[src/rtl/nack_seq_gap_detector.sv]
// PSN gap detector: pops received PSNs from an FWFT FIFO, emits a NACK for each forward gap.
// Optional statistics counters are built only when NACK_GEN_STATS_EN is defined.
module nack_seq_gap_detector #(
    parameter int PSN_W   = 16,
    parameter int MAX_GAP = 256,
    parameter int CNT_W   = 32
) (
    input  logic             wr_clk,
    input  logic             rst,
    input  logic             fifo_empty,
    input  logic             fifo_rd_rst_busy,
    input  logic [PSN_W-1:0] fifo_dout,
    output logic             fifo_rd_en,
    output logic             nack_valid,
    input  logic             nack_ready,
    output logic [PSN_W-1:0] nack_psn,
    output logic [PSN_W-1:0] nack_len,
    output logic             synced,
    output logic [CNT_W-1:0] nack_cnt,
    output logic [CNT_W-1:0] dup_cnt,
    output logic [CNT_W-1:0] resync_cnt
);

    typedef enum logic [1:0] {INIT, RUN, EMIT} state_t;

    localparam logic [PSN_W-1:0] MAX_GAP_P = PSN_W'(MAX_GAP);
    localparam logic [PSN_W-1:0] HALF_P    = PSN_W'(1) << (PSN_W - 1);
    localparam logic [PSN_W-1:0] ONE_P     = PSN_W'(1);

    state_t           state_q, state_d;
    logic [PSN_W-1:0] expected_q, expected_d;
    logic             synced_q, synced_d;
    logic             nack_valid_q, nack_valid_d;
    logic [PSN_W-1:0] nack_psn_q, nack_psn_d;
    logic [PSN_W-1:0] nack_len_q, nack_len_d;

    logic [PSN_W-1:0] gap;
    logic             run_pop;
    logic             cls_inorder, cls_nack, cls_resync, cls_dup;

    assign fifo_rd_en = !fifo_empty && !fifo_rd_rst_busy && (state_q != EMIT);
    assign run_pop    = fifo_rd_en && (state_q == RUN);

    // Modulo difference: values at or above half the PSN space lie behind expected.
    assign gap         = fifo_dout - expected_q;
    assign cls_inorder = (gap == '0);
    assign cls_nack    = !cls_inorder && (gap <= MAX_GAP_P);
    assign cls_resync  = (gap > MAX_GAP_P) && (gap < HALF_P);
    assign cls_dup     = (gap >= HALF_P);

    always_comb begin
        state_d      = state_q;
        expected_d   = expected_q;
        synced_d     = synced_q;
        nack_valid_d = nack_valid_q;
        nack_psn_d   = nack_psn_q;
        nack_len_d   = nack_len_q;
        case (state_q)
            INIT: begin
                if (fifo_rd_en) begin
                    expected_d = fifo_dout + ONE_P;
                    synced_d   = 1'b1;
                    state_d    = RUN;
                end
            end
            RUN: begin
                if (run_pop) begin
                    if (cls_inorder) begin
                        expected_d = expected_q + ONE_P;
                    end else if (cls_nack) begin
                        nack_psn_d   = expected_q;
                        nack_len_d   = gap;
                        nack_valid_d = 1'b1;
                        expected_d   = fifo_dout + ONE_P;
                        state_d      = EMIT;
                    end else if (cls_resync) begin
                        expected_d = fifo_dout + ONE_P;
                    end
                end
            end
            EMIT: begin
                if (nack_ready) begin
                    nack_valid_d = 1'b0;
                    state_d      = RUN;
                end
            end
            default: state_d = INIT;
        endcase
    end

    always_ff @(posedge wr_clk or posedge rst) begin
        if (rst) begin
            state_q      <= INIT;
            expected_q   <= '0;
            synced_q     <= 1'b0;
            nack_valid_q <= 1'b0;
            nack_psn_q   <= '0;
            nack_len_q   <= '0;
        end else begin
            state_q      <= state_d;
            expected_q   <= expected_d;
            synced_q     <= synced_d;
            nack_valid_q <= nack_valid_d;
            nack_psn_q   <= nack_psn_d;
            nack_len_q   <= nack_len_d;
        end
    end

    assign nack_valid = nack_valid_q;
    assign nack_psn   = nack_psn_q;
    assign nack_len   = nack_len_q;
    assign synced     = synced_q;

`ifdef NACK_GEN_STATS_EN
    logic [CNT_W-1:0] nack_cnt_q, nack_cnt_d;
    logic [CNT_W-1:0] dup_cnt_q, dup_cnt_d;
    logic [CNT_W-1:0] resync_cnt_q, resync_cnt_d;

    // Saturating increments: stop at all-ones rather than wrapping.
    always_comb begin
        nack_cnt_d   = nack_cnt_q;
        dup_cnt_d    = dup_cnt_q;
        resync_cnt_d = resync_cnt_q;
        if (run_pop && cls_nack && (nack_cnt_q != '1))
            nack_cnt_d = nack_cnt_q + CNT_W'(1);
        if (run_pop && cls_dup && (dup_cnt_q != '1))
            dup_cnt_d = dup_cnt_q + CNT_W'(1);
        if (run_pop && cls_resync && (resync_cnt_q != '1))
            resync_cnt_d = resync_cnt_q + CNT_W'(1);
    end

    always_ff @(posedge wr_clk or posedge rst) begin
        if (rst) begin
            nack_cnt_q   <= '0;
            dup_cnt_q    <= '0;
            resync_cnt_q <= '0;
        end else begin
            nack_cnt_q   <= nack_cnt_d;
            dup_cnt_q    <= dup_cnt_d;
            resync_cnt_q <= resync_cnt_d;
        end
    end

    assign nack_cnt   = nack_cnt_q;
    assign dup_cnt    = dup_cnt_q;
    assign resync_cnt = resync_cnt_q;
`else
    assign nack_cnt   = '0;
    assign dup_cnt    = '0;
    assign resync_cnt = '0;
`endif

endmodule

[config.mk]
export PLATFORM = sky130hd
export DESIGN_NAME = nack_seq_gap_detector
export DESIGN_NICKNAME = d
export VERILOG_FILES = /design/src/rtl/nack_seq_gap_detector.sv
export SDC_FILE = /design/constraint.sdc
export NUM_CORES = 1
export LEC_CHECK = 0
export BUFFER_PORTS_ARGS = -buffer_cell sky130_fd_sc_hd__buf_2
export CORE_ASPECT_RATIO = 1.25
export CORE_MARGIN = 2
export CORE_UTILIZATION = 25
export DETAILED_ROUTE_END_ITERATION = 10
export HOLD_SLACK_MARGIN = 0.03
export SYNTH_ARGS = -nofsm -noshare
export SYNTH_HDL_FRONTEND = slang
export SYNTH_SLANG_ARGS = --single-unit
[constraint.sdc]
create_clock -name wr_clk -period 8.7 [get_ports wr_clk]
set_input_delay 0.435 -clock wr_clk [delete_from_list [all_inputs] [get_ports wr_clk]]
set_output_delay 0.435 -clock wr_clk [all_outputs]
set_load 0.05 [all_outputs]
==> results.sh, run 1 <==
export IMPL_fin_crit_sh_pct=54.58
export IMPL_areaGrowthSynthToFinish_pct=6.777
export IMPL_initial_core_util_pct=25.31
export IMPL_fin_nets=569
export IMPL_max_slew_margin_pct=24.92
export IMPL_cts_tree="yes"
export IMPL_ys_async_sr_fraction_pct=100.0
export IMPL_drc_errors=0
export IMPL_drtIter0Drc=211
export IMPL_design_area_sq_um=4692
export IMPL_fp_dieW_um=122.6
export IMPL_yosys_area_top_type="dfrtp_1"
export IMPL_synth_most_common_cell="buf_4"
export IMPL_grt_ovfl_total=0
export IMPL_cpMostUsedCell="buf_4"
export IMPL_synth_edff_count=0
export IMPL_ys_ff_latch=52
export IMPL_hold_class="in -> async"
export IMPL_critPathMaxFanout=34
export IMPL_numCtsBuffers=5
export IMPL_die_h_um=152.2
export IMPL_grt_max_degree=53
export IMPL_grt_usage_pct=10.81
export IMPL_grt_use_met3_pct=2.844
export IMPL_clock_skew_ns=0.005626
export IMPL_rr_worst_depth=12
export IMPL_leakagePower_nw=2.260
export IMPL_drive_gt1_share_pct=15.07
export IMPL_netlist_area_sq_um=4394
export IMPL_place_hpwl_um=7888
export IMPL_crit_required_ns=8.88
export IMPL_postCtsSetupRepairBufs=0
export IMPL_wl_per_cell_um=13.44
export IMPL_crit_type="reg -> reg"
export IMPL_antenna_left=0
export IMPL_r2r_end="nack_psn[2]"
export IMPL_cp_slowest_stage_delay_ns=0.79
export IMPL_reg2reg_setup_slack_ns=3.95
export IMPL_dr_pass1_iters=4
export IMPL_placed_area_sq_um=4517
export IMPL_critPathCaptureType="flop"
export IMPL_ys_types=63
export IMPL_cts_root_buf="clkbuf_16"
export IMPL_crit_chain="inv_1 > ha_1 > a21o_1 > a211oi_1 > nor3_1 > or4_1 > a2111o_1 > a2111oi_4 > buf_4 > nor3b_4 > buf_4 > mux2_2"
export IMPL_cp_start_kind="flop"
export IMPL_layout_setup_ws_ns=3.952
export IMPL_synth_ff_type="dfrtp_1"
export IMPL_reg2reg_from="expected_q[9]"
export IMPL_fmax_mhz=210.6
export IMPL_arrival_ns=4.93
export IMPL_cts_htree_levels=2
export IMPL_path_clk_slew_ns=0.07
export IMPL_rsz0062_at_grt="no"
export IMPL_synth_area_leaders="dfrtp_1, buf_4, ha_1"
export IMPL_cts_resized=0
export IMPL_core_sq_um=17360
export IMPL_std_cell_rows=54
export IMPL_synthCells=489
export IMPL_grt_pass1_vias=3106
export IMPL_via_per_inst=4.547
export IMPL_routed_wl_um=10180
export IMPL_yosysSeqAreaShare_pct=29.61
export IMPL_clk_insertion_delay_late_ns=0.29
export IMPL_ir_drop_v=0.00007973
export IMPL_grt_pass1_wl_um=16070
export IMPL_cts_path_max_buffers=2
export IMPL_grt_use_met2_pct=17.91
export IMPL_setup_tns_ns=0
export IMPL_ys_warn_count=0
export IMPL_worst_pin_slew_ns=1.121
export IMPL_cellPowerDensity_nw_per_um2=308.4
export IMPL_slowest_stage="nor3b_4"
export IMPL_synthTopCellsByCount="buf_4, dfrtp_1, nor2_1, inv_1, nand2_1"
export IMPL_place_ws_ns=3.861
export IMPL_syn_area_per_cell_sq_um=8.986
export IMPL_finalPower_mw=1.447
export IMPL_final_util_pct=27.02
export IMPL_top_usage_layer="met2"
export IMPL_maxSlewViolCount=0
export IMPL_num_vias=3447
export IMPL_worst_path_buf_inv=3
export IMPL_setup_violations=0
export IMPL_cts_sinks=52
export IMPL_antenna_found_initial=4
export IMPL_ios=152
export IMPL_outcome="complete, no violations"
export IMPL_hold_buffers=0
export IMPL_yosysTopAreaCellShare_pct=29.61
export IMPL_place_gp_congestion=0.8686
export IMPL_portBuffers=55
export IMPL_crit_family="simple AND/OR/NAND/NOR gates"
export IMPL_post_route_min_period_ns=4.748
export IMPL_hold_viol=0
export IMPL_use_met1_pct=13.08
export IMPL_max_cap_violations=0
export IMPL_dieArea_sq_um=18660
[routing by layer]
| metal | share of wire [%] | vias to the layer above | routed length [um] |
|---|---|---|---|
| li1 | - | 1656 | - |
| met5 | 0.13 | - | 13 |
| met4 | 2.7 | 2 | 271 |
| met1 | 39 | 1636 | 4016 |
| met3 | 7.4 | 19 | 749 |
| met2 | 50 | 134 | 5132 |
[report_power, final]
| group | internal, mW | switching, mW | total [mW] | leakage [nW] |
|---|---|---|---|---|
| sequential | 0.315 | 0.0761 | 0.391 | 0.666 |
| clock | 0.135 | 0.0879 | 0.223 | 0.0798 |
| combinational | 0.260 | 0.573 | 0.833 | 1.51 |
[worst max-delay path by stage]
| stage | end | slack, ns | from | depth (start not counted) |
|---|---|---|---|---|
| after detailed placement | nack_psn[2] | 3.86 | fifo_dout[9] | 12 |
| after global placement | nack_psn[2] | 3.90 | fifo_dout[9] | 12 |
| after floorplan | nack_len[3] | 5.04 | fifo_dout[8] | 11 |
| after global routing | nack_psn[3] | 3.65 | expected_q[9] | 12 |
| final | nack_psn[2] | 3.95 | expected_q[9] | 12 |
| after CTS | nack_psn[2] | 3.94 | expected_q[9] | 12 |
[through the flow]
| stage | hold WS, ns | instances |
|---|---|---|
| after floorplan | 0.4600 | 584 |
| after global placement | 0.4646 | 747 |
| after detailed placement | 0.4706 | 747 |
| after CTS | 0.3374 | 755 |
| after global routing | 0.3649 | 756 |
| final | 0.3106 | 758 |
[state kept, by name, indices dropped and copies added (netlist names)]
name / flops
expected_q: 16
nack_len: 16
nack_psn: 16
nack_valid: 1
state_q: 2
synced: 1
[logic make-up after synthesis]
group | synth area share [%]
buffers and inverters | 20.81
AND/OR/NAND/NOR | 16.29
AO/OA/AOI/OAI | 16.54
flip-flops | 29.61
multiplexers | 6.777
XOR/XNOR | 4.584
adder cells (fa/ha/maj) | 5.296
other | 0.08534
[cell usage in the layout (no fill, tap or decap), drive strengths merged, types with 5 or more instances in the layout]
cell and n:
o311ai 8, inv 24, a32oi 9, buf 59, a32o 5, conb 96, xor2 14, nor3 14
a21o 6, nand3 17, dfrtp 52, a211oi 9, and3 9, nor2 25, nor2b 9, nand2 23
a21oi 13, xnor2 9, mux2i 5, o211ai 6, clkbuf 5, ha 17, mux2 22, nand4 10
[area by class of cell]
class,instances,area (sq um)
diodes,3,7.507
clock buffers,5,125.1
clock inverters,3,42.54
fillers,1885,12670
inverters,24,90.09
multi-input cells,388,2540
flip-flops and latches,52,1301
well taps,224,280.3
repair buffers,59,305.3
[worst register-to-register path: stages (launching register included)]
cell	delay, ns
dfrtp_1	0.42
inv_1	0.09
ha_1	0.40
a21o_1	0.23
a211oi_1	0.25
nor3_1	0.07
or4_1	0.50
a2111o_1	0.43
a2111oi_4	0.27
buf_4	0.39
nor3b_4	0.81
buf_4	0.39
mux2_2	0.37
Note: power is estimated with default switching activity, not from simulation.
==> run 2, diff against run 1 <==
- clock period: 8.7 -> 4.4 ns (I/O delays scaled with it)
==> results.sh, run 2 (same netlist as run 1, synthesis figures left out) <==
export IMPL_outcome="complete, no violations"
export IMPL_antenna_left=0
export IMPL_numCtsBuffers=5
export IMPL_cts_root_buf="clkbuf_16"
export IMPL_grt_pass1_wl_um=15880
export IMPL_max_cap_violations=0
export IMPL_fin_nets=573
export IMPL_place_hpwl_um=7926
export IMPL_portBuffers=55
export IMPL_ir_drop_v=0.0002097
export IMPL_grt_max_degree=53
export IMPL_maxSlewViolCount=0
export IMPL_final_common_cell="conb_1"
export IMPL_post_route_min_period_ns=3.861
export IMPL_drc_errors=0
export IMPL_std_cell_rows=54
export IMPL_critPathMaxFanout=33
export IMPL_drtIter0Drc=155
export IMPL_place_inst=751
export IMPL_crit_type="reg -> reg"
export IMPL_power_internal_mw=1.350
export IMPL_initial_core_util_pct=25.31
export IMPL_via_per_inst=4.482
export IMPL_die_h_um=152.2
export IMPL_wl_per_cell_um=13.21
export IMPL_ios=152
export IMPL_drive_gt1_share_pct=15.51
export IMPL_antenna_found_initial=2
export IMPL_arrival_ns=3.99
export IMPL_grt_usage_pct=10.60
export IMPL_hold_buffers=0
export IMPL_core_sq_um=17360
export IMPL_grt_pass1_vias=3063
export IMPL_rsz0062_at_grt="no"
export IMPL_fp_dieW_um=122.6
export IMPL_finalNonFillerCells=761
export IMPL_critPathCaptureType="flop"
export IMPL_cellPowerDensity_nw_per_um2=598.6
export IMPL_clock_skew_ns=0.005470
export IMPL_fmax_mhz=259.0
export IMPL_top_usage_layer="met2"
export IMPL_cts_path_max_buffers=2
export IMPL_comb_power_share_pct=58.8
export IMPL_grt_use_met3_pct=2.358
export IMPL_final_cell_mix="conb_1, buf_2, dfrtp_1"
export IMPL_cts_tree="yes"
export IMPL_clockPowerShare_pct=14.0
export IMPL_routed_wl_um=10060
export IMPL_hold_class="in -> async"
export IMPL_grt_use_met2_pct=17.80
export IMPL_num_vias=3411
export IMPL_place_gp_congestion=0.8752
export IMPL_path_clk_slew_ns=0.07
export IMPL_leakagePower_nw=2.269
export IMPL_crit_required_ns=4.53
export IMPL_hold_viol=0
export IMPL_power_frac_seq_pct=27.2
export IMPL_worst_pin_slew_ns=0.6893
export IMPL_setup_tns_ns=0
export IMPL_use_met1_pct=12.87
export IMPL_dr_pass1_iters=4
export IMPL_fin_crit_sh_pct=87.76
export IMPL_dieArea_sq_um=18660
export IMPL_max_slew_margin_pct=54.05
export IMPL_cts_resized=0
export IMPL_areaGrowthSynthToFinish_pct=6.891
export IMPL_cp_start_kind="flop"
export IMPL_setup_violations=0
export IMPL_clk_insertion_delay_late_ns=0.30
export IMPL_p_switching_mw=1.461
export IMPL_cts_sinks=52
export IMPL_grt_ovfl_total=0
export IMPL_switching_share_pct=51.98
export IMPL_postCtsSetupRepairBufs=0
export IMPL_cts_htree_levels=2
-- run 2: power by group through the flow --
stage | registers [mW] | logic [mW] | clock network (mW)
after global placement | 0.772 | 1.65 | 0
after detailed placement | 0.774 | 1.65 | 0
after floorplan | 0.998 | 1.14 | 0
after CTS | 0.765 | 1.66 | 0.408
after global routing | 0.795 | 1.80 | 0.422
final | 0.763 | 1.65 | 0.395
-- run 2: final timing paths --
check                                   start              to  slack, ns  cells after the start
worst max-delay path            expected_q[9]  expected_q[13]       0.54                     12
worst min-delay path                      rst    nack_len[11]        0.1                      3
worst max register to register  expected_q[9]  expected_q[13]       0.54                     12
worst min register to register   nack_psn[15]    nack_psn[15]       0.48                      1
max in group asynchronous                 rst    nack_psn[13]       3.84                      3
min in group wr_clk              fifo_dout[0]   expected_q[0]       0.17                      2
-- run 2: final cells by class --
| class | instances | area [sq um] |
|---|---|---|
| Clock buffer | 6 | 128.9 |
| Multi-Input combinational cell | 388 | 2540 |
| Antenna cell | 2 | 5.005 |
| Fill cell | 1872 | 12670 |
| Sequential cell | 52 | 1301 |
| Clock inverter | 2 | 16.27 |
| Tap cell | 224 | 280.3 |
| Timing Repair Buffer | 63 | 335.3 |
| Inverter | 24 | 90.09 |
-- run 2: routing by layer --
metal,wire length [um],part of all wire (%)
met1,4141,41
met3,708,7.0
met4,242,2.4
met5,0,0
met2,4963,49
-- run 2: through the flow --
| step | cell area (sq um) | hold WS (ns) | power [mW] | setup slack, ns | utilization, % |
|---|---|---|---|---|---|
| 2_1_floorplan | 4751 | 0.3126 | 2.136 | 0.7472 | - |
| 3_3_place_gp | 4547 | 0.4431 | 2.425 | 0.6516 | 26.19 |
| 3_5_place_dp | 4547 | 0.4542 | 2.428 | 0.5836 | 26.19 |
| 4_1_cts | 4692 | 0.1297 | 2.831 | 0.5777 | 27.02 |
| 5_1_grt | 4695 | 0.1684 | 3.019 | 0.2212 | 27.04 |
| 6_report | 4697 | 0.09570 | 2.812 | 0.5386 | 27.05 |
-- run 2: critical path: stages, from the launching register on --
cell,delay [ns]
dfrtp_1,0.41
inv_1,0.08
ha_1,0.41
a21o_1,0.24
a211oi_1,0.25
nor3_1,0.07
or4_1,0.50
a2111o_1,0.44
a2111oi_4,0.31
buf_4,0.39
and2_0,0.21
buf_4,0.21
o311ai_0,0.16
==> run 3, diff against run 2 <==
- ABC_AREA: unset -> 1
==> results.sh, run 3 <==
export IMPL_outcome="complete, no violations"
export IMPL_initial_core_util_pct=25.46
export IMPL_cts_sinks=52
export IMPL_fin_nets=802
export IMPL_cts_root_buf="clkbuf_16"
export IMPL_final_util_pct=27.25
export IMPL_yosysTopAreaCellShare_pct=27.22
export IMPL_synth_most_common_cell="nand2_1"
export IMPL_finalNonFillerCells=998
export IMPL_crit_required_ns=4.59
export IMPL_postCtsSetupRepairBufs=0
export IMPL_portBuffers=55
export IMPL_max_cap_violations=0
export IMPL_via_per_inst=4.146
export IMPL_core_sq_um=18780
export IMPL_arrival_ns=3.82
export IMPL_std_cell_rows=56
export IMPL_reg2reg_from="expected_q[0]"
export IMPL_hold_buffers=0
export IMPL_fmax_mhz=275.0
export IMPL_min_path_cells=2
export IMPL_clk_insertion_delay_late_ns=0.30
export IMPL_cts_tree="yes"
export IMPL_reg2reg_setup_slack_ns=0.76
export IMPL_grt_pass1_vias=3803
export IMPL_critPathMaxFanout=59
export IMPL_ys_warn_count=0
export IMPL_design_area_sq_um=5116
export IMPL_clock_skew_ns=0.004379
export IMPL_place_inst=988
export IMPL_drc_errors=0
export IMPL_ios=152
export IMPL_grt_max_degree=60
export IMPL_synth_ff_type="dfrtp_1"
export IMPL_numCtsBuffers=5
export IMPL_antenna_left=0
export IMPL_antenna_found_initial=3
export IMPL_grt_ovfl_total=0
export IMPL_dr_pass1_iters=4
export IMPL_max_slew_margin_pct=26.73
export IMPL_yosys_area_top_type="dfrtp_1"
export IMPL_ys_ff_latch=52
export IMPL_num_vias=4138
export IMPL_hold_class="in -> reg"
export IMPL_ys_types=35
export IMPL_final_common_cell="nand2_1"
export IMPL_fin_crit_sh_pct=82.64
export IMPL_drive_gt1_share_pct=12.83
export IMPL_r2r_end="nack_len[2]"
export IMPL_rr_worst_depth=12
export IMPL_worst_pin_slew_ns=1.097
export IMPL_min_from="nack_ready"
export IMPL_ir_drop_v=0.0001522
export IMPL_final_cell_mix="nand2_1, conb_1, inv_1"
export IMPL_die_h_um=158.6
export IMPL_comb_power_share_pct=56.8
export IMPL_min_to="state_q[1]"
export IMPL_crit_type="reg -> reg"
export IMPL_critPathCaptureType="flop"
export IMPL_synthCells=713
export IMPL_cts_htree_levels=2
export IMPL_finalPower_mw=2.753
export IMPL_grt_pass1_wl_um=18370
export IMPL_power_internal_mw=1.323
export IMPL_leakagePower_nw=2.959
export IMPL_fp_dieW_um=127.7
export IMPL_dieArea_sq_um=20250
export IMPL_cts_path_max_buffers=2
export IMPL_hold_viol=0
export IMPL_path_clk_slew_ns=0.07
export IMPL_cellPowerDensity_nw_per_um2=538.1
export IMPL_ys_async_sr_fraction_pct=100.0
export IMPL_placed_area_sq_um=4917
export IMPL_place_gp_congestion=0.8912
export IMPL_maxSlewViolCount=0
export IMPL_synthTopCellsByCount="nand2_1, buf_4, inv_1, dfrtp_1, nand3_1"
export IMPL_wl_per_cell_um=11.65
export IMPL_switching_share_pct=51.93
export IMPL_drtIter0Drc=176
export IMPL_areaGrowthSynthToFinish_pct=7.014
export IMPL_grt_usage_pct=11.44
export IMPL_netlist_area_sq_um=4781
export IMPL_power_frac_seq_pct=24.5
export IMPL_setup_tns_ns=0
export IMPL_cp_start_kind="flop"
export IMPL_rsz0062_at_grt="no"
export IMPL_clockPowerShare_pct=18.7
export IMPL_p_switching_mw=1.429
export IMPL_synth_edff_count=0
export IMPL_place_hpwl_um=9522
export IMPL_setup_violations=0
export IMPL_syn_area_per_cell_sq_um=6.705
export IMPL_routed_wl_um=11630
export IMPL_post_route_min_period_ns=3.636
export IMPL_yosysSeqAreaShare_pct=27.22
export IMPL_synth_area_leaders="dfrtp_1, nand2_1, buf_4"
export IMPL_cts_resized=0
## run 3: changes by cell type after synthesis, moves of 10 or more
cell / change
inv_1: +64
nand3_1: +30
mux2_1: -17
nand2_1: +207
xor2_1: +11
o21ai_1: +18
nor2_1: +10
nand4_1: +13
clkbuf_1: -11
## run 3: metrics by stage
stage | setup WS [ns] | hold slack (ns)
2_1_floorplan | 1.882 | 0.3107
3_3_place_gp | 0.7657 | 0.4340
3_5_place_dp | 0.7311 | 0.4390
4_1_cts | 0.7030 | 0.1220
5_1_grt | 0.4641 | 0.1402
6_report | 0.7637 | 0.1269
## run 3: cell families after synthesis
logic type	after synthesis	synth area share, %
simple gates	374	34.83
buf+inv	205	24.21
flops	52	27.22
compound gates	37	4.030
xor+xnor	26	4.763
fa+ha+maj	18	4.868
other cells	1	0.07844
## run 3: final cells by class
type	count	area [sq um]
fill	2085	13660
multi-input combinational	551	2679
sequential	52	1301
inverter	97	364.1
tap	232	290.3
timing repair buffer	56	282.8
clock buffer	5	125.1
clock inverter	3	68.82
antenna	2	5.005
## run 3: power by group through the flow
stage,sequential [mW],combinational (mW),clock [mW]
2_1_floorplan,0.746,1.21,0
3_3_place_gp,0.681,1.55,0
3_5_place_dp,0.680,1.56,0
4_1_cts,0.673,1.56,0.529
5_1_grt,0.690,1.75,0.543
6_report,0.674,1.56,0.516
## run 3: how the worst max path moves through the flow
stage	to	cells after the start	slack [ns]	start
finish	nack_len[2]	12	0.76	expected_q[0]
floorplan	nack_len[10]	15	1.88	expected_q[0]
global placement	nack_len[7]	12	0.77	expected_q[0]
CTS	nack_len[2]	12	0.70	expected_q[0]
global route	nack_len[8]	12	0.46	expected_q[0]
detailed placement	nack_psn[0]	12	0.73	expected_q[0]
## run 3: routing by layer
metal / part of all wire (%) / global-route usage, % / vias up
li1: - / - / 2127
met1: 39 / 12.22 / 1847
met2: 52 / 21.65 / 136
met3: 5.6 / 2.117 / 26
met4: 3.2 / 5.338 / 2
met5: 0.11 / 0 / -
## run 3: critical path, cell delays in order (launching register included)
cell,delay (ns)
dfrtp_1,0.46
ha_1,0.25
fa_1,0.39
inv_1,0.15
nand3_1,0.10
nand2_2,0.12
xor2_1,0.30
nand3b_2,0.14
nor2_4,0.30
nand2_1,0.11
nand2_2,0.11
nand4_4,0.62
o21ai_0,0.45
